[src/rtl/trees_burst_scheduler_if.sv]
// trees_burst_scheduler_if
//   Bundles the job request, accelerator configuration/completion and job
//   status signals of the tree-ensemble burst scheduler.
//   master : host + accelerator side (drives job request and acc_done)
//   slave  : the scheduler itself
interface trees_burst_scheduler_if;
    // job request from host-side control registers
    logic        job_valid;
    logic        job_ready;
    logic [31:0] job_n_samples;
    logic        job_load_trees;
    // accelerator configuration / completion
    logic        acc_conf_done;
    logic [31:0] acc_load_trees;
    logic [31:0] acc_burst_len;
    logic        acc_done;
    // job progress / status
    logic [31:0] sample_base;
    logic [15:0] bursts_done;
    logic        busy;
    logic        job_done;
    logic        job_error;

    modport master (
        output job_valid, job_n_samples, job_load_trees, acc_done,
        input  job_ready, acc_conf_done, acc_load_trees, acc_burst_len,
               sample_base, bursts_done, busy, job_done, job_error
    );

    modport slave (
        input  job_valid, job_n_samples, job_load_trees, acc_done,
        output job_ready, acc_conf_done, acc_load_trees, acc_burst_len,
               sample_base, bursts_done, busy, job_done, job_error
    );
endinterface

[src/rtl/trees_burst_scheduler.sv]
// trees_burst_scheduler
//   Job-level sequencer for the tree-ensemble DMA accelerator. Accepts one
//   inference job, optionally issues a tree-load run, then splits the sample
//   count into runs of at most MAX_BURST samples. Each run is started with a
//   one-cycle acc_conf_done pulse and ends on acc_done.
//
// Ports
//   clk   : clock
//   rst   : asynchronous reset, active low
//   bus   : trees_burst_scheduler_if.slave
//           job_valid/job_ready/job_n_samples/job_load_trees : job request
//           acc_conf_done/acc_load_trees/acc_burst_len       : run config
//           acc_done                                         : run completion
//           sample_base/bursts_done/busy/job_done/job_error  : status
//
// Optional feature
//   TREES_SCHED_TIMEOUT_EN : per-run watchdog of TIMEOUT_CYCLES cycles; on
//   expiry the job ends with job_error = 1. Undefined: no watchdog,
//   job_error tied low.
//
// All outputs are registered. Their next values are decoded from the
// next state, so e.g. acc_conf_done is high exactly while in a CFG state.
module trees_burst_scheduler #(
    parameter int unsigned MAX_BURST      = 5000,
    parameter int unsigned TIMEOUT_CYCLES = 1000000
) (
    input  logic                    clk,
    input  logic                    rst,
    trees_burst_scheduler_if.slave  bus
);

    typedef enum logic [2:0] {
        S_IDLE,
        S_LOAD_CFG,
        S_LOAD_WAIT,
        S_BURST_CFG,
        S_BURST_WAIT,
        S_FINISH
    } state_t;

    localparam logic [31:0] MAX_B = 32'(MAX_BURST);

    function automatic logic [31:0] f_min_burst(input logic [31:0] rem);
        return (rem < MAX_B) ? rem : MAX_B;
    endfunction

    state_t      r_state,       w_next;
    logic [31:0] r_remaining,   w_remaining;
    logic [31:0] r_burst_len,   w_burst_len;
    logic        r_load_trees,  w_load_trees;
    logic        r_conf_done,   w_conf_done;
    logic [31:0] r_sample_base, w_sample_base;
    logic [15:0] r_bursts_done, w_bursts_done;
    logic        r_job_done,    w_job_done;
    logic        r_job_ready,   w_job_ready;
    logic        r_busy,        w_busy;

    logic        w_accept;
    logic        w_waiting;
    logic        w_timeout;

    assign w_accept  = (r_state == S_IDLE) && bus.job_valid && r_job_ready;
    assign w_waiting = (r_state == S_LOAD_WAIT) || (r_state == S_BURST_WAIT);

    // ---------------------------------------------------------------
    // Next state / next register values
    // ---------------------------------------------------------------
    always_comb begin
        w_next        = r_state;
        w_remaining   = r_remaining;
        w_burst_len   = r_burst_len;
        w_load_trees  = r_load_trees;
        w_sample_base = r_sample_base;
        w_bursts_done = r_bursts_done;
        w_conf_done   = 1'b0;
        w_job_done    = 1'b0;
        w_job_ready   = 1'b0;
        w_busy        = 1'b0;

        case (r_state)
            S_IDLE: begin
                if (w_accept) begin
                    w_remaining   = bus.job_n_samples;
                    w_sample_base = '0;
                    w_bursts_done = '0;
                    if (bus.job_load_trees)
                        w_next = S_LOAD_CFG;
                    else if (bus.job_n_samples != 32'd0)
                        w_next = S_BURST_CFG;
                    else
                        w_next = S_FINISH;
                end
            end
            S_LOAD_CFG:  w_next = S_LOAD_WAIT;
            S_LOAD_WAIT: begin
                if (bus.acc_done)
                    w_next = (r_remaining != 32'd0) ? S_BURST_CFG : S_FINISH;
                else if (w_timeout)
                    w_next = S_FINISH;
            end
            S_BURST_CFG: w_next = S_BURST_WAIT;
            S_BURST_WAIT: begin
                if (bus.acc_done) begin
                    w_remaining   = r_remaining - r_burst_len;
                    w_sample_base = r_sample_base + r_burst_len;
                    w_bursts_done = r_bursts_done + 16'd1;
                    w_next = (w_remaining == 32'd0) ? S_FINISH : S_BURST_CFG;
                end else if (w_timeout) begin
                    w_next = S_FINISH;
                end
            end
            S_FINISH: w_next = S_IDLE;
            default:  w_next = S_IDLE;
        endcase

        // Output decode from the state being entered; run config is
        // loaded on CFG entry and held for the whole run, cleared at job end.
        case (w_next)
            S_LOAD_CFG: begin
                w_conf_done  = 1'b1;
                w_load_trees = 1'b1;
                w_burst_len  = '0;
            end
            S_BURST_CFG: begin
                w_conf_done  = 1'b1;
                w_load_trees = 1'b0;
                w_burst_len  = f_min_burst(w_remaining);
            end
            S_FINISH: begin
                w_job_done   = 1'b1;
                w_load_trees = 1'b0;
                w_burst_len  = '0;
            end
            default: ;
        endcase

        w_job_ready = (w_next == S_IDLE);
        w_busy      = (w_next != S_IDLE);
    end

    // ---------------------------------------------------------------
    // State and output registers
    // ---------------------------------------------------------------
    always_ff @(posedge clk or negedge rst) begin
        if (!rst) begin
            r_state       <= S_IDLE;
            r_remaining   <= '0;
            r_burst_len   <= '0;
            r_load_trees  <= 1'b0;
            r_conf_done   <= 1'b0;
            r_sample_base <= '0;
            r_bursts_done <= '0;
            r_job_done    <= 1'b0;
            r_job_ready   <= 1'b1;
            r_busy        <= 1'b0;
        end else begin
            r_state       <= w_next;
            r_remaining   <= w_remaining;
            r_burst_len   <= w_burst_len;
            r_load_trees  <= w_load_trees;
            r_conf_done   <= w_conf_done;
            r_sample_base <= w_sample_base;
            r_bursts_done <= w_bursts_done;
            r_job_done    <= w_job_done;
            r_job_ready   <= w_job_ready;
            r_busy        <= w_busy;
        end
    end

    // ---------------------------------------------------------------
    // Per-run watchdog
    // ---------------------------------------------------------------
`ifdef TREES_SCHED_TIMEOUT_EN
    localparam logic [31:0] TO_LAST = 32'(TIMEOUT_CYCLES) - 32'd1;

    logic [31:0] r_wait_cnt;
    logic        r_job_error;

    // Counter is 0 in the first waiting cycle; it fires when the wait has
    // lasted TIMEOUT_CYCLES cycles without acc_done.
    assign w_timeout = (r_wait_cnt == TO_LAST);

    always_ff @(posedge clk or negedge rst) begin
        if (!rst) begin
            r_wait_cnt  <= '0;
            r_job_error <= 1'b0;
        end else begin
            if ((r_state == S_LOAD_CFG) || (r_state == S_BURST_CFG))
                r_wait_cnt <= '0;
            else if (w_waiting)
                r_wait_cnt <= r_wait_cnt + 32'd1;

            if (w_accept)
                r_job_error <= 1'b0;
            else if (w_waiting && !bus.acc_done && w_timeout)
                r_job_error <= 1'b1;
        end
    end

    assign bus.job_error = r_job_error;
`else
    logic [31:0] w_unused_timeout;
    logic        w_unused_waiting;
    assign w_unused_timeout = 32'(TIMEOUT_CYCLES);
    assign w_unused_waiting = w_waiting;
    assign w_timeout        = 1'b0;
    assign bus.job_error    = 1'b0;
`endif

    assign bus.job_ready      = r_job_ready;
    assign bus.acc_conf_done  = r_conf_done;
    assign bus.acc_load_trees = {31'b0, r_load_trees};
    assign bus.acc_burst_len  = r_burst_len;
    assign bus.sample_base    = r_sample_base;
    assign bus.bursts_done    = r_bursts_done;
    assign bus.busy           = r_busy;
    assign bus.job_done       = r_job_done;

endmodule

[src/flat_wrapper.sv]
// flat-port wrapper written by rule: the top's interface ports become plain ports
module trees_burst_scheduler_flat 
#(
    parameter int unsigned MAX_BURST      = 5000,
    parameter int unsigned TIMEOUT_CYCLES = 1000000
)
  (clk, rst, bus_job_valid, bus_job_n_samples, bus_job_load_trees, bus_acc_done, bus_job_ready, bus_acc_conf_done, bus_acc_load_trees, bus_acc_burst_len, bus_sample_base, bus_bursts_done, bus_busy, bus_job_done, bus_job_error);
  trees_burst_scheduler_if bus_i ();
  input  logic clk;
  input  logic rst;
  input wire logic [$bits(bus_i.job_valid)-1:0] bus_job_valid;
  input wire logic [$bits(bus_i.job_n_samples)-1:0] bus_job_n_samples;
  input wire logic [$bits(bus_i.job_load_trees)-1:0] bus_job_load_trees;
  input wire logic [$bits(bus_i.acc_done)-1:0] bus_acc_done;
  output wire logic [$bits(bus_i.job_ready)-1:0] bus_job_ready;
  output wire logic [$bits(bus_i.acc_conf_done)-1:0] bus_acc_conf_done;
  output wire logic [$bits(bus_i.acc_load_trees)-1:0] bus_acc_load_trees;
  output wire logic [$bits(bus_i.acc_burst_len)-1:0] bus_acc_burst_len;
  output wire logic [$bits(bus_i.sample_base)-1:0] bus_sample_base;
  output wire logic [$bits(bus_i.bursts_done)-1:0] bus_bursts_done;
  output wire logic [$bits(bus_i.busy)-1:0] bus_busy;
  output wire logic [$bits(bus_i.job_done)-1:0] bus_job_done;
  output wire logic [$bits(bus_i.job_error)-1:0] bus_job_error;
  assign bus_i.job_valid = bus_job_valid;
  assign bus_i.job_n_samples = bus_job_n_samples;
  assign bus_i.job_load_trees = bus_job_load_trees;
  assign bus_i.acc_done = bus_acc_done;
  assign bus_job_ready = bus_i.job_ready;
  assign bus_acc_conf_done = bus_i.acc_conf_done;
  assign bus_acc_load_trees = bus_i.acc_load_trees;
  assign bus_acc_burst_len = bus_i.acc_burst_len;
  assign bus_sample_base = bus_i.sample_base;
  assign bus_bursts_done = bus_i.bursts_done;
  assign bus_busy = bus_i.busy;
  assign bus_job_done = bus_i.job_done;
  assign bus_job_error = bus_i.job_error;
  trees_burst_scheduler #(.MAX_BURST(MAX_BURST), .TIMEOUT_CYCLES(TIMEOUT_CYCLES)) u_core (.clk(clk), .rst(rst), .bus(bus_i));
endmodule
[config.mk]
export PLATFORM = sky130hd
export DESIGN_NAME = trees_burst_scheduler_flat
export DESIGN_NICKNAME = d
export VERILOG_FILES = /design/src/rtl/trees_burst_scheduler_if.sv /design/src/rtl/trees_burst_scheduler.sv /design/src/flat_wrapper.sv
export SDC_FILE = /design/constraint.sdc
export NUM_CORES = 1
export LEC_CHECK = 0
export CAP_MARGIN = 30
export CORE_MARGIN = 4
export CORE_UTILIZATION = 35
export CTS_CLUSTER_SIZE = 10
export DETAILED_ROUTE_END_ITERATION = 10
export PLACE_DENSITY = 0.68
export SYNTH_ARGS = -nofsm -noshare
export SYNTH_HDL_FRONTEND = slang
export SYNTH_SLANG_ARGS = --single-unit
[constraint.sdc]
create_clock -name clk -period 4 [get_ports clk]
set_clock_uncertainty 0.05 [all_clocks]
set_input_delay 0.8 -clock clk [delete_from_list [all_inputs] [get_ports clk]]
set_output_delay 0.8 -clock clk [all_outputs]
set_load 0.01 [all_outputs]
======== Yosys cells after proc, flatten, opt, wreduce, memory -nomap -nowiden ========
Cells that the tools add are included.
operators by class
  eq/ne operators ......................... 9
  bitwise operators ....................... 0
  shifts and indexed selects .............. 0
  div/mod/pow operators ................... 0
  order comparisons ....................... 1
  multipliers ............................. 0
  reductions and logical operators ........ 15
  multiplexer cells ....................... 22
  add/subtract/negate cells ............... 3
operator list
  kind                                                   number
  one-hot mux 32 bit (2 select lines)                    3
  two-way mux 32 bit                                     5
  nonzero test 32 bit                                    2
  adder 32 bit                                           1
  zero test 32 bit                                       1
  < comparator 32 x 13 -> 1 bit, second input constant   1
  two-way mux 16 bit                                     2
  one-hot mux 16 bit (2 select lines)                    1
  subtractor 32 bit                                      1
  two-way mux 3 bit                                      7
  adder 16 x 1 -> 16 bit, second input constant          1
  one-hot mux 3 bit (5 select lines)                     1
  == test 3 x 2 -> 1 bit, second input constant          3
  == test 3 x 1 -> 1 bit, second input constant          2
  == test 3 bit, second input constant                   2
  zero test 3 bit                                        2
  nonzero test 2 bit                                     3
  OR reduction 2 bit                                     3
  AND reduction 3 bit                                    1
  nonzero test 3 bit                                     1
  logical AND 1 bit                                      2
  two-way mux 1 bit                                      2
  inequality test 2 x 1 -> 1 bit, second input constant  1
  inequality test 2 bit, second input constant           1
  one-hot mux 1 bit (2 select lines)                     1
storage, ports and cells
  memories ................................ 0
  output and inout port bits .............. 117
  bits in latches ......................... 0
  bits of input ports ..................... 37
  bits in registers ....................... 120
  word-level logic and storage cells ...... 60
  bits in writable memories ............... 0
  ROM bits ................................ 0

======== Logic depth before layout (Yosys ltp) ========
Gate-level depths: netlist of the first run.
  word-level depth ........................ 8
  mapped depth ............................ 15
  gate-level depth less buffers ........... 14

======== Least setup slack after synthesis of the first run ========
No wires, ideal clock.
  path kind ............................... register to register
  from .................................... reg u_core.r_burst_len[0] (netlist: u_core.bus.acc_burst_len[0])
  to ...................................... reg u_core.r_burst_len[0] (netlist: u_core.bus.acc_burst_len[0])
  library setup time ...................... 0.069 ns
  period minus slack after synthesis ...... 3.847 ns
  arrival ................................. 3.728 ns
  slack ................................... 0.153 ns
  stages on the path, launching flop included .. 15
  required time ........................... 3.881 ns
  path buffers ............................ 1
  cell sequence ........................... dfrtp_1 -> ha_1 -> fa_1 -> nand2b_1 -> a21boi_1 -> o21a_1 -> o21ai_2 -> mux2i_1 -> and2_1 -> a222oi_1 -> nand3_1 -> or4b_1 -> buf_2 -> nor4_4 -> a32o_1
on the way
  word-level cells in the longest chain between the ends .. 8
  elaborated cells on any way between the ends .. 15
  classes of those cells .................. 1 x add/sub; 1 x order compare; 3 x eq/ne; 7 x mux; 3 x reduce/logical
RTL lines
  what                                                                                   RTL line                      RTL
  start, declared                                                                        trees_burst_scheduler.sv:49   logic [31:0] r_burst_len, w_burst_len;
  start signal, assigned                                                                 trees_burst_scheduler.sv:159  r_burst_len <= w_burst_len;
  subtractor 32 bit (*)                                                                  trees_burst_scheduler.sv:104  w_remaining = r_remaining - r_burst_len;
  parallel branches: the longest is 7 deep, another holds < comparator 32 x 13 -> 1 bit  -
Every way passes the cells marked *.
A chain may end at the register's enable or synchronous reset.

======== Final worst setup path of the first run ========
Ends and elaborated chain as after synthesis.

==> run metrics, run 1 <==
library cells used by synthesis=79; Finished Layout Cells=1694; Leak=5.64 nW; RSZ-0062 raised after global routing=yes; setup TNS=0 ns; Synth Instances=1091; relative slew slack=53.8%; # fillers=2360; vias in the first global route=9017; Worst Tran Pin Value=0.686 ns; Detail Route Antenna Nets=0; Hold Slack=0.233 ns; CTS Root Cell=clkbuf_16; ant diodes=0; Crit path largest cell delay=0.59 ns; PortBufs=121; first-pass GRT wire length=50700 µm; clock-pin slew on the worst setup and hold paths=0.07 ns; die footprint=28600 µm²; Place WS=-0.203 ns; proportion of synthesized chip area in sequential cells=33.1%; MaxCap Viol Count=0; Detailed Routing Iterations Pass 1=7; clock latency on the worst-skew pair=0.43 ns; register area=3010 µm²; detailed-route vias per instance=5.60; VDD IR max=435 µV; standard-cell rows=58; area of the multi-input gates=5820 µm²; I/O pins=154; minimum clock period=3.98 ns; layout cells sized above 1=20.6%; number of flip-flops and latches in the synthesized netlist=120; Final WS setup=0.0174 ns; DRC=0; TritonCTS clock tree=yes; synth warn=0; CP arrival=4.30 ns; Initial Util=35.8%; power density cells=801 nW/µm²; Post-synth top flop=dfrtp_1; GRT Residual Overflow=0; outcome=finished clean; Num CTS Buffers=17; die width=169 µm; initial DRC count=1023; CP max-delay cell=or4_4; initial antenna violation count=1; CP Capture Type=flip-flop; fin nets=1453; ys async rst share=100%; Final GP Congestion=1.06; FF-to-FF path depth=16; max-slew violation count=0; Stages on worst setup path=16; crit path kind=flip-flop to flip-flop; Tcrit/Tclk final=99.6%; Final setup violation count=0; via count=9485; all-layer global routing usage=22.6%; fmax=251 MHz; Hold WC Path Type=input port to async pin; CTS max path bufs=2; CTS H-Tree Depth=4; syn avg cell area=8.32 µm²; clock net sink count=120; core area=25300 µm²; largest net degree at the start of global routing=63; Die Y=169 µm; Layout area overhead=38.4%; Largest delay share family, worst path=simple AND/OR/NAND/NOR gates; Post-synth EDFFs=0; Routed wire per std cell=19.4 µm; startpoint class of the critical path=flip-flop; most used cell, CP=buf_6; Hold Vio Cnt, Final=0; Post-Syn Area=9080 µm²; Req. time, crit path=4.32 ns; hpwl dp=26200 µm; cells along the critical path=ha_4, fa_2, nand2b_4, a21boi_4, buf_6, buf_6, o211ai_1, a21o_1, a31oi_2, nor3b_2, nor4b_2, o2111ai_2, or4_4, nor4_4, buf_4, a32o_1; final wirelength=32900 µm; placed cell count=1641; WP buf/inv=3; Max FO, Critical Path=6
layout by cell type (no fill, tap or decap), drive strengths merged, types with 9 or more instances in the layout:
| cell | Yosys | final |
|---|---|---|
| nand4 | 14 | 14 |
| nor3 | 26 | 26 |
| nand2b | 12 | 12 |
| o21a | 16 | 16 |
| nor2 | 92 | 92 |
| o211ai | 11 | 11 |
| o22ai | 13 | 13 |
| a222oi | 10 | 10 |
| a31oi | 11 | 11 |
| nand2 | 99 | 99 |
| dfrtp | 119 | 119 |
| xor2 | 33 | 33 |
| ha | 63 | 63 |
| clkbuf | 28 | 17 |
| xnor2 | 26 | 26 |
| a21o | 22 | 22 |
| conb | 1 | 32 |
| a211oi | 10 | 10 |
| o21ai | 84 | 84 |
| nand3 | 32 | 32 |
| a21oi | 77 | 77 |
| and2 | 12 | 12 |
| or3 | 10 | 10 |
| and3 | 13 | 13 |
| nor4 | 20 | 20 |
| buf | 48 | 166 |
| a32o | 9 | 9 |
| clkdlybuf4s50 | 0 | 120 |
| inv | 73 | 82 |
Yosys cell counts, types with 4 or more instances:
cell       instances  area share, %
dfrtp_1          119             33
nand2_1           99            4.1
nor2_1            92            3.8
o21ai_0           82            4.5
a21oi_1           77            4.2
inv_1             72            3.0
ha_1              63            8.7
buf_4             33            2.7
xor2_1            33            3.2
nand3_1           32            1.8
clkbuf_1          28            1.2
xnor2_1           26            2.5
nor3_1            25            1.4
a21o_1            22            1.8
nor4_1            19            1.3
o21a_1            15            1.2
nand4_1           14           0.96
and3_1            13           0.90
o22ai_1           13           0.90
and2_1            12           0.83
nand2b_1          12           0.83
a31oi_1           11           0.76
o211ai_1          11           0.91
a222oi_1          10            1.1
or3_1             10           0.69
a211oi_1           9           0.74
a32o_1             9           0.99
buf_1              8           0.33
a22oi_1            7           0.58
and4_1             7           0.68
o21bai_1           7           0.58
or4_1              7           0.58
buf_2              6           0.33
nor3b_1            6           0.50
or2_2              6           0.41
mux2i_1            5           0.55
nor2b_1            5           0.34
o31ai_1            5           0.41
a2111oi_0          4           0.39
per-layer routing:
metal / GRT usage [%] / vias to the layer above / wire, µm
li1: - / 4436 / -
met1: 32.1 / 4527 / 14400
met2: 34.2 / 446 / 14600
met3: 4.04 / 76 / 2950
met4: 8.72 / 0 / 965
met5: 0 / - / 0
cell families (layout without fill, tap and decap cells):
logic type                 Yosys count  count (layout)  synth area share [%]
adders and majority gates           65              65                  9.12
buffers and inverters              149             391                  7.69
DFF                                120             120                  33.1
and+or+nand+nor                    369             369                  20.2
other                                1              32                0.0413
muxes                                5               5                 0.551
AOI/OAI and AO/OA                  322             322                  23.3
xor gates and xnor gates            60              60                  5.95
worst paths after layout:
check / startpoint / end / slack, ns
min reg2reg: u_core.bus.sample_base[11] / u_core.bus.sample_base[11] / 0.47
max reg2reg: u_core.bus.acc_burst_len[0] / u_core.bus.acc_burst_len[0] / 0.02
min in group clk: u_core.bus.sample_base[11] / u_core.bus.sample_base[11] / 0.47
min: rst / u_core.bus.sample_base[16] / 0.23
max: u_core.bus.acc_burst_len[0] / u_core.bus.acc_burst_len[0] / 0.02
max in group asynchronous: rst / u_core.r_remaining[16] / 2.85
sequential cells by signal, summed over array words and instances, names as in the netlist:
signal                    flops
u_core.bus.sample_base       32
u_core.bus.busy               1
u_core.bus.acc_conf_done      1
u_core.bus.job_ready          1
u_core.bus.bursts_done       16
u_core.bus.acc_burst_len     32
u_core.r_remaining           32
u_core.r_load_trees           1
u_core.bus.job_done           1
u_core.r_state                3
where the power goes:
part / internal, mW / switching, mW
sequential: 1.54 / 0.350
clock: 0.881 / 0.668
combinational: 3.04 / 3.59
area by class of cell:
cell class              instances  area share (%)
inverters                      73            2.18
well taps                     330            3.29
multi-input cells             853            46.3
clock buffers                  17            3.39
clock inverters                15            1.27
repair buffers                286            19.6
flip-flops and latches        120            23.9
per-stage QoR:
step	utilization (%)	total power, mW	area (µm²)
after global placement	45.4	7.77	11500
after floorplan	-	5.14	9200
final	49.6	10.1	12600
after detailed placement	45.4	7.83	11500
after CTS	48.2	9.54	12200
after global routing	49.6	10.7	12600
timing repair:
| item | 4_1_cts | 5_1_grt |
|---|---|---|
| setup endpoints to repair | 17 | 22 |
| buffers inserted | 10 | 12 |
| resized for setup | 10 | 66 |
| hold buffers | 0 | 0 |
| pin swaps | 6 | 35 |
No activity file was read; power rests on OpenSTA's default activity.
==> inputs of run 2 (changes only) <==
--- a/config.mk
+++ b/config.mk
@@ -10,6 +10,7 @@
 export CORE_UTILIZATION = 35
 export CTS_CLUSTER_SIZE = 10
 export DETAILED_ROUTE_END_ITERATION = 10
+export GPL_ROUTABILITY_DRIVEN = 0
 export PLACE_DENSITY = 0.68
 export SYNTH_ARGS = -nofsm -noshare
 export SYNTH_HDL_FRONTEND = slang
==> run metrics, run 2 (synthesis results as in run 1) <==
CP arrival=4.28 ns (was 4.30 ns); die footprint=28600 µm² (unchanged); fin nets=1441 (was 1453); Max FO, Critical Path=9 (was 6); Final setup violation count=0 (unchanged); Finished Layout Cells=1682 (was 1694); PortBufs=121 (unchanged); Routed wire per std cell=19.2 µm (was 19.4 µm); area of the multi-input gates=5930 µm² (was 5820 µm²); Leak=5.62 nW (was 5.64 nW); Largest delay share family, worst path=simple AND/OR/NAND/NOR gates (unchanged); clock-pin slew on the worst setup and hold paths=0.06 ns (was 0.07 ns); layout cells sized above 1=21.0% (was 20.6%); clock latency on the worst-skew pair=0.42 ns (was 0.43 ns); sw frac=44.7% (was 45.8%); Req. time, crit path=4.31 ns (was 4.32 ns); CP Capture Type=flip-flop (unchanged); RSZ-0062 raised after global routing=yes (unchanged); Crit path largest cell delay=0.58 ns (was 0.59 ns); Layout area overhead=38.9% (was 38.4%); Initial Util=35.8% (unchanged); M1 GR Usage=31.2% (was 32.1%); die width=169 µm (unchanged); Hold Vio Cnt, Final=0 (unchanged); relative slew slack=46.6% (was 53.8%); minimum clock period=3.97 ns (was 3.98 ns); largest net degree at the start of global routing=58 (was 63); Tot Pwr=10.1 mW (about the same); detailed-route vias per instance=5.68 (was 5.60); commonest non-fill, non-tap cell in the layout=buf_4 (unchanged); Num CTS Buffers=17 (unchanged); ant diodes=0 (unchanged); global route hottest layer=met2 (unchanged); # fillers=2343 (was 2360); Power Internal=5.56 mW (was 5.46 mW); outcome=finished clean (unchanged); WP buf/inv=4 (was 3); cells along the critical path=ha_4, buf_4, nand3_2, or3_1, o31a_2, buf_4, buf_4, mux2i_2, nor2_2, o2111ai_2, or4_4, nor4_4, buf_4, a32o_1 (was ha_4, fa_2, nand2b_4, a21boi_4, buf_6, buf_6, o211ai_1, a21o_1, a31oi_2, nor3b_2, nor4b_2, o2111ai_2, or4_4, nor4_4, buf_4, a32o_1); I/O pins=154 (unchanged); CTS H-Tree Depth=4 (unchanged); met3 Usage GRT=4.02% (was 4.04%); GRT Residual Overflow=0 (unchanged); Die Y=169 µm (unchanged); CP max-delay cell=or4_4 (unchanged); initial DRC count=1097 (was 1023); Comb pwr share=65.3% (was 65.8%); Worst Tran Pin Value=0.802 ns (was 0.686 ns); met2 Use GR=33.2% (was 34.2%); Hold WC Path Type=input port to async pin (unchanged); Tcrit/Tclk final=99.3% (was 99.6%); most frequent cells in the layout=buf_4, clkdlybuf4s50_1, dfrtp_1 (unchanged); placed cell count=1632 (was 1641); all-layer global routing usage=21.6% (was 22.6%); hpwl dp=25100 µm (was 26200 µm); vias in the first global route=8901 (was 9017); most used cell, CP=buf_4 (was buf_6); power density cells=798 nW/µm² (was 801 nW/µm²); MaxCap Viol Count=0 (unchanged); Detail Route Antenna Nets=0 (unchanged); Detailed Routing Iterations Pass 1=7 (unchanged); clock network fraction of total power=15.9% (was 15.4%); crit path kind=flip-flop to flip-flop (unchanged); first-pass GRT wire length=49400 µm (was 50700 µm); core area=25300 µm² (unchanged); CTS Root Cell=clkbuf_16 (unchanged); final wirelength=32400 µm (was 32900 µm); register area=3010 µm² (about the same); via count=9555 (was 9485); fmax=252 MHz (was 251 MHz); clock net sink count=120 (unchanged); initial antenna violation count=0 (was 1); standard-cell rows=58 (unchanged); Reg power frac=18.8% (about the same); max-slew violation count=0 (unchanged); switching pwr=4.51 mW (was 4.61 mW); CTS max path bufs=2 (unchanged); DRC=0 (unchanged); startpoint class of the critical path=flip-flop (unchanged); VDD IR max=354 µV (was 435 µV); TritonCTS clock tree=yes (unchanged)
[run 2: area by class of cell]
class / instances / area share, %
clock inverters: 14 / 1.36
clock buffers: 18 / 3.40
inverters: 73 / 2.17
repair buffers: 274 / 18.9
well taps: 330 / 3.27
flip-flops and latches: 120 / 23.8
multi-input cells: 853 / 47.0
[run 2: timing repair]
action / 4_1_cts / 5_1_grt
setup buffers: 5 / 15
gates resized for setup: 8 / 89
gates cloned: 0 / 0
hold buffers: 0 / 0
setup endpoints to repair: 15 / 19
pin swaps: 4 / 35
[run 2: path summary, 6_finish.rpt]
check / depth (start not counted) / end / slack (ns) / from
max: 14 / u_core.bus.acc_burst_len[4] / 0.03 / u_core.r_remaining[20]
min: 1 / u_core.bus.sample_base[15] / 0.41 / rst
max reg2reg: 14 / u_core.bus.acc_burst_len[4] / 0.03 / u_core.r_remaining[20]
min reg2reg: 2 / u_core.r_load_trees / 0.46 / u_core.r_load_trees
max in group asynchronous: 2 / u_core.r_remaining[16] / 2.62 / rst
min in group clk: 2 / u_core.r_load_trees / 0.46 / u_core.r_load_trees
[run 2: stage by stage]
stage / worst slack [ns] / util [%] / hold slack (ns) / cell area (µm²) / TNS [ns]
after floorplan: 0.153 / - / 0.400 / 9200 / 0
final: 0.0291 / 49.8 / 0.415 / 12600 / 0
after global routing: -0.0496 / 49.8 / 0.476 / 12600 / -0.295
after global placement: -0.137 / 45.2 / 0.440 / 11400 / -1.13
after detailed placement: -0.174 / 45.2 / 0.452 / 11400 / -1.56
after CTS: 0.0162 / 47.9 / 0.443 / 12100 / 0
[run 2: worst reg2reg max path, delay by kind of cell, from the launching register on]
family          cells  cell delay (ns)
flops               1             0.47
fa+ha+maj           1             0.32
mux                 1             0.17
compound gates      3             0.74
simple gates        5             1.53
buf+inv             4             0.65
[run 2: routing by layer]
metal,up-vias,wire (µm)
met5,-,0
met4,0,1060
met3,76,3040
met2,513,14100
met1,4556,14100
li1,4410,-
[run 2: power by group through the flow]
stage / clock network [mW] / registers [mW] / logic [mW]
5_1_grt: 1.67 / 1.93 / 7.07
6_report: 1.60 / 1.90 / 6.57
2_1_floorplan: 0 / 1.84 / 3.30
3_5_place_dp: 0 / 1.88 / 5.78
4_1_cts: 1.61 / 1.86 / 5.90
3_3_place_gp: 0 / 1.87 / 5.72
==> inputs of run 3 (changes only) <==
--- a/config.mk
+++ b/config.mk
@@ -5,13 +5,14 @@
 export SDC_FILE = /design/constraint.sdc
 export NUM_CORES = 1
 export LEC_CHECK = 0
+export ABC_AREA = 1
 export CAP_MARGIN = 30
 export CORE_MARGIN = 4
 export CORE_UTILIZATION = 35
 export CTS_CLUSTER_SIZE = 10
 export DETAILED_ROUTE_END_ITERATION = 10
 export GPL_ROUTABILITY_DRIVEN = 0
-export PLACE_DENSITY = 0.68
+export PLACE_DENSITY = 0.65
 export SYNTH_ARGS = -nofsm -noshare
 export SYNTH_HDL_FRONTEND = slang
 export SYNTH_SLANG_ARGS = --single-unit
==> constraint.sdc (replaced) <==
create_clock -name clk -period 4.7 [get_ports clk]
set_clock_uncertainty 0.05 [all_clocks]
set_input_delay 0.94 -clock clk [delete_from_list [all_inputs] [get_ports clk]]
set_output_delay 0.94 -clock clk [all_outputs]
set_load 0.01 [all_outputs]
==> run metrics, run 3 <==
outcome=finished clean (unchanged); initial antenna violation count=0 (unchanged); MaxCap Viol Count=0 (unchanged); Leak=6.46 nW (was 5.62 nW); syn avg cell area=6.43 µm² (was 8.32 µm²); Tcrit/Tclk final=70.7%; Post-synth EDFFs=0 (unchanged); clock net sink count=120 (unchanged); Detail Route Antenna Nets=0 (unchanged); Worst Tran Pin Value=0.681 ns (was 0.802 ns); hpwl dp=25900 µm (was 25100 µm); ant diodes=0 (unchanged); I/O pins=154 (unchanged); largest net degree at the start of global routing=48 (was 58); clock latency on the worst-skew pair=0.41 ns (was 0.42 ns); initial DRC count=940 (was 1097); DRC=0 (unchanged); VDD IR max=277 µV (was 354 µV); clock-pin slew on the worst setup and hold paths=0.06 ns (about the same); ys async rst share=100% (unchanged); CP Capture Type=flip-flop (unchanged); PortBufs=121 (unchanged); # fillers=2916 (was 2343); setup TNS=0 ns (unchanged); proportion of synthesized chip area in sequential cells=29.9% (was 33.1%); R2R setup slack=1.40 ns (was 0.03 ns); detailed-route vias per instance=4.98 (was 5.68); largest cells by area after synthesis=dfrtp_1, nand2_1, inv_1 (was dfrtp_1, ha_1, o21ai_0); Detailed Routing Iterations Pass 1=8 (was 7); library cells used by synthesis=54 (was 79); top post-synthesis cells by count=nand2_1, inv_1, nor2_1 (was dfrtp_1, nand2_1, nor2_1); relative slew slack=54.1% (was 46.6%); most frequent cell after synthesis=nand2_1 (was dfrtp_1); Post-synth top flop=dfrtp_1 (unchanged); Core Util, Final=43.2% (was 49.8%); Synth top area share=29.6% (was 32.8%); max-slew violation count=0 (unchanged); die width=177 µm (was 169 µm); TritonCTS clock tree=yes (unchanged); GRT Residual Overflow=0 (unchanged); Hold Vio Cnt, Final=0 (unchanged); all-layer global routing usage=20.0% (was 21.6%); Place WS=1.07 ns (was -0.174 ns); # resized after CTS=0 (was 8); Num CTS Buffers=17 (unchanged); standard-cell rows=61 (was 58); most frequent cells in the layout=nand2_1, inv_1, nor2_1 (was buf_4, clkdlybuf4s50_1, dfrtp_1); RSZ-0062 raised after global routing=no (was yes); Final setup violation count=0 (unchanged); crit path kind=input port to flip-flop (was flip-flop to flip-flop); CP arrival=3.61 ns (was 4.28 ns); Max FO, Critical Path=22 (was 9); synth warn=0 (unchanged); startpoint class of the critical path=input port (was flip-flop); cts hold-fix bufs=0 (unchanged); CTS H-Tree Depth=4 (unchanged); Routed wire per std cell=15.5 µm (was 19.2 µm); power density cells=573 nW/µm² (was 798 nW/µm²); Hold WC Path Type=flip-flop to flip-flop (was input port to async pin); Post-DP Area=11500 µm² (was 11400 µm²); CTS max path bufs=2 (unchanged); die footprint=31500 µm² (was 28600 µm²); commonest non-fill, non-tap cell in the layout=nand2_1 (was buf_4); layout cells sized above 1=4.31% (was 21.0%); Post-Syn Area=10000 µm² (was 9080 µm²); first-pass GRT wire length=50200 µm (was 49400 µm); fmax=301 MHz; Synth Instances=1563 (was 1091); Req. time, crit path=4.99 ns (was 4.31 ns); number of flip-flops and latches in the synthesized netlist=120 (unchanged); via count=10325 (was 9555); core area=28100 µm² (was 25300 µm²); final wirelength=32100 µm (was 32400 µm); Layout area overhead=20.7% (was 38.9%); Initial Util=35.8% (about the same); Die Y=177 µm (was 169 µm); minimum clock period=3.32 ns; vias in the first global route=9641 (was 8901); Final WS setup=1.38 ns (was 0.0291 ns); Finished Cell Area=12100 µm² (was 12600 µm²); fin nets=1784 (was 1441); post-synth top area cell=dfrtp_1 (unchanged); CTS Root Cell=clkbuf_16 (unchanged); Post-CTS Setup Bufs=0 (was 5); Tot Pwr=6.95 mW (was 10.1 mW)
[run 3: path summary, 6_finish.rpt]
path | startpoint | to | cells past startpoint
max in group asynchronous | rst | u_core.r_remaining[10] | 2
setup reg to reg | u_core.bus.acc_burst_len[0] | u_core.bus.acc_burst_len[1] | 19
hold / removal | u_core.bus.sample_base[25] | u_core.bus.sample_base[25] | 2
setup / recovery | bus_job_valid | u_core.bus.acc_burst_len[10] | 21
hold reg to reg | u_core.bus.sample_base[25] | u_core.bus.sample_base[25] | 2
min in group asynchronous | rst | u_core.bus.sample_base[28] | 1
[run 3: kinds of logic after synthesis]
kind of cell               count (synthesis)  synth area share (%)
xor gates and xnor gates                  17                  1.48
and+or+nand+nor                          856                  35.8
adders and majority gates                 65                  8.24
buffers and inverters                    314                  13.5
other                                      1                0.0373
DFF                                      120                  29.9
AOI/OAI and AO/OA                        190                  11.0
[run 3: power breakdown]
group          internal [mW]  switching [mW]
Combinational           1.35            2.62
Sequential              1.27           0.299
Clock                  0.939           0.463
Total                   3.56            3.38
[run 3: cell type report]
class,instances,area [µm²],share of cell area (%)
sequential,120,3000,24.8
clock buffer,23,488,4.02
clock inverter,8,143,1.18
inverter,255,961,7.92
tap,378,473,3.90
timing repair buffer,128,1260,10.4
multi-input combinational,1160,5800,47.8
[run 3: stage by stage]
stage                     hold slack (ns)  cells
after floorplan                     0.400   1594
after global placement              0.452   2041
after detailed placement            0.455   2041
after CTS                           0.467   2072
after global routing                0.490   2072
final                               0.461   2072
[run 3: critical path, cell delays in order]
cell	delay, ns
clkdlybuf4s50_1	0.45
nand2_1	0.09
inv_1	0.09
nand3_2	0.13
nand2_2	0.30
inv_2	0.28
nand2_1	0.12
nand2_1	0.05
inv_1	0.04
nand2_1	0.06
inv_1	0.07
nand3_1	0.07
nand3_1	0.08
nand2_1	0.06
a21oi_1	0.14
nand2_1	0.10
nand2_2	0.15
nand2_4	0.10
nor2_1	0.12
nand2_1	0.07
nand2_1	0.07
[run 3: routing by layer]
metal | global-route usage, % | part of all wire, % | vias up
met5 | 0 | 0 | -
met4 | 7.28 | 3.1 | 0
met3 | 2.83 | 7.0 | 69
met2 | 32.8 | 46 | 426
met1 | 26.8 | 44 | 4692
li1 | - | - | 5138
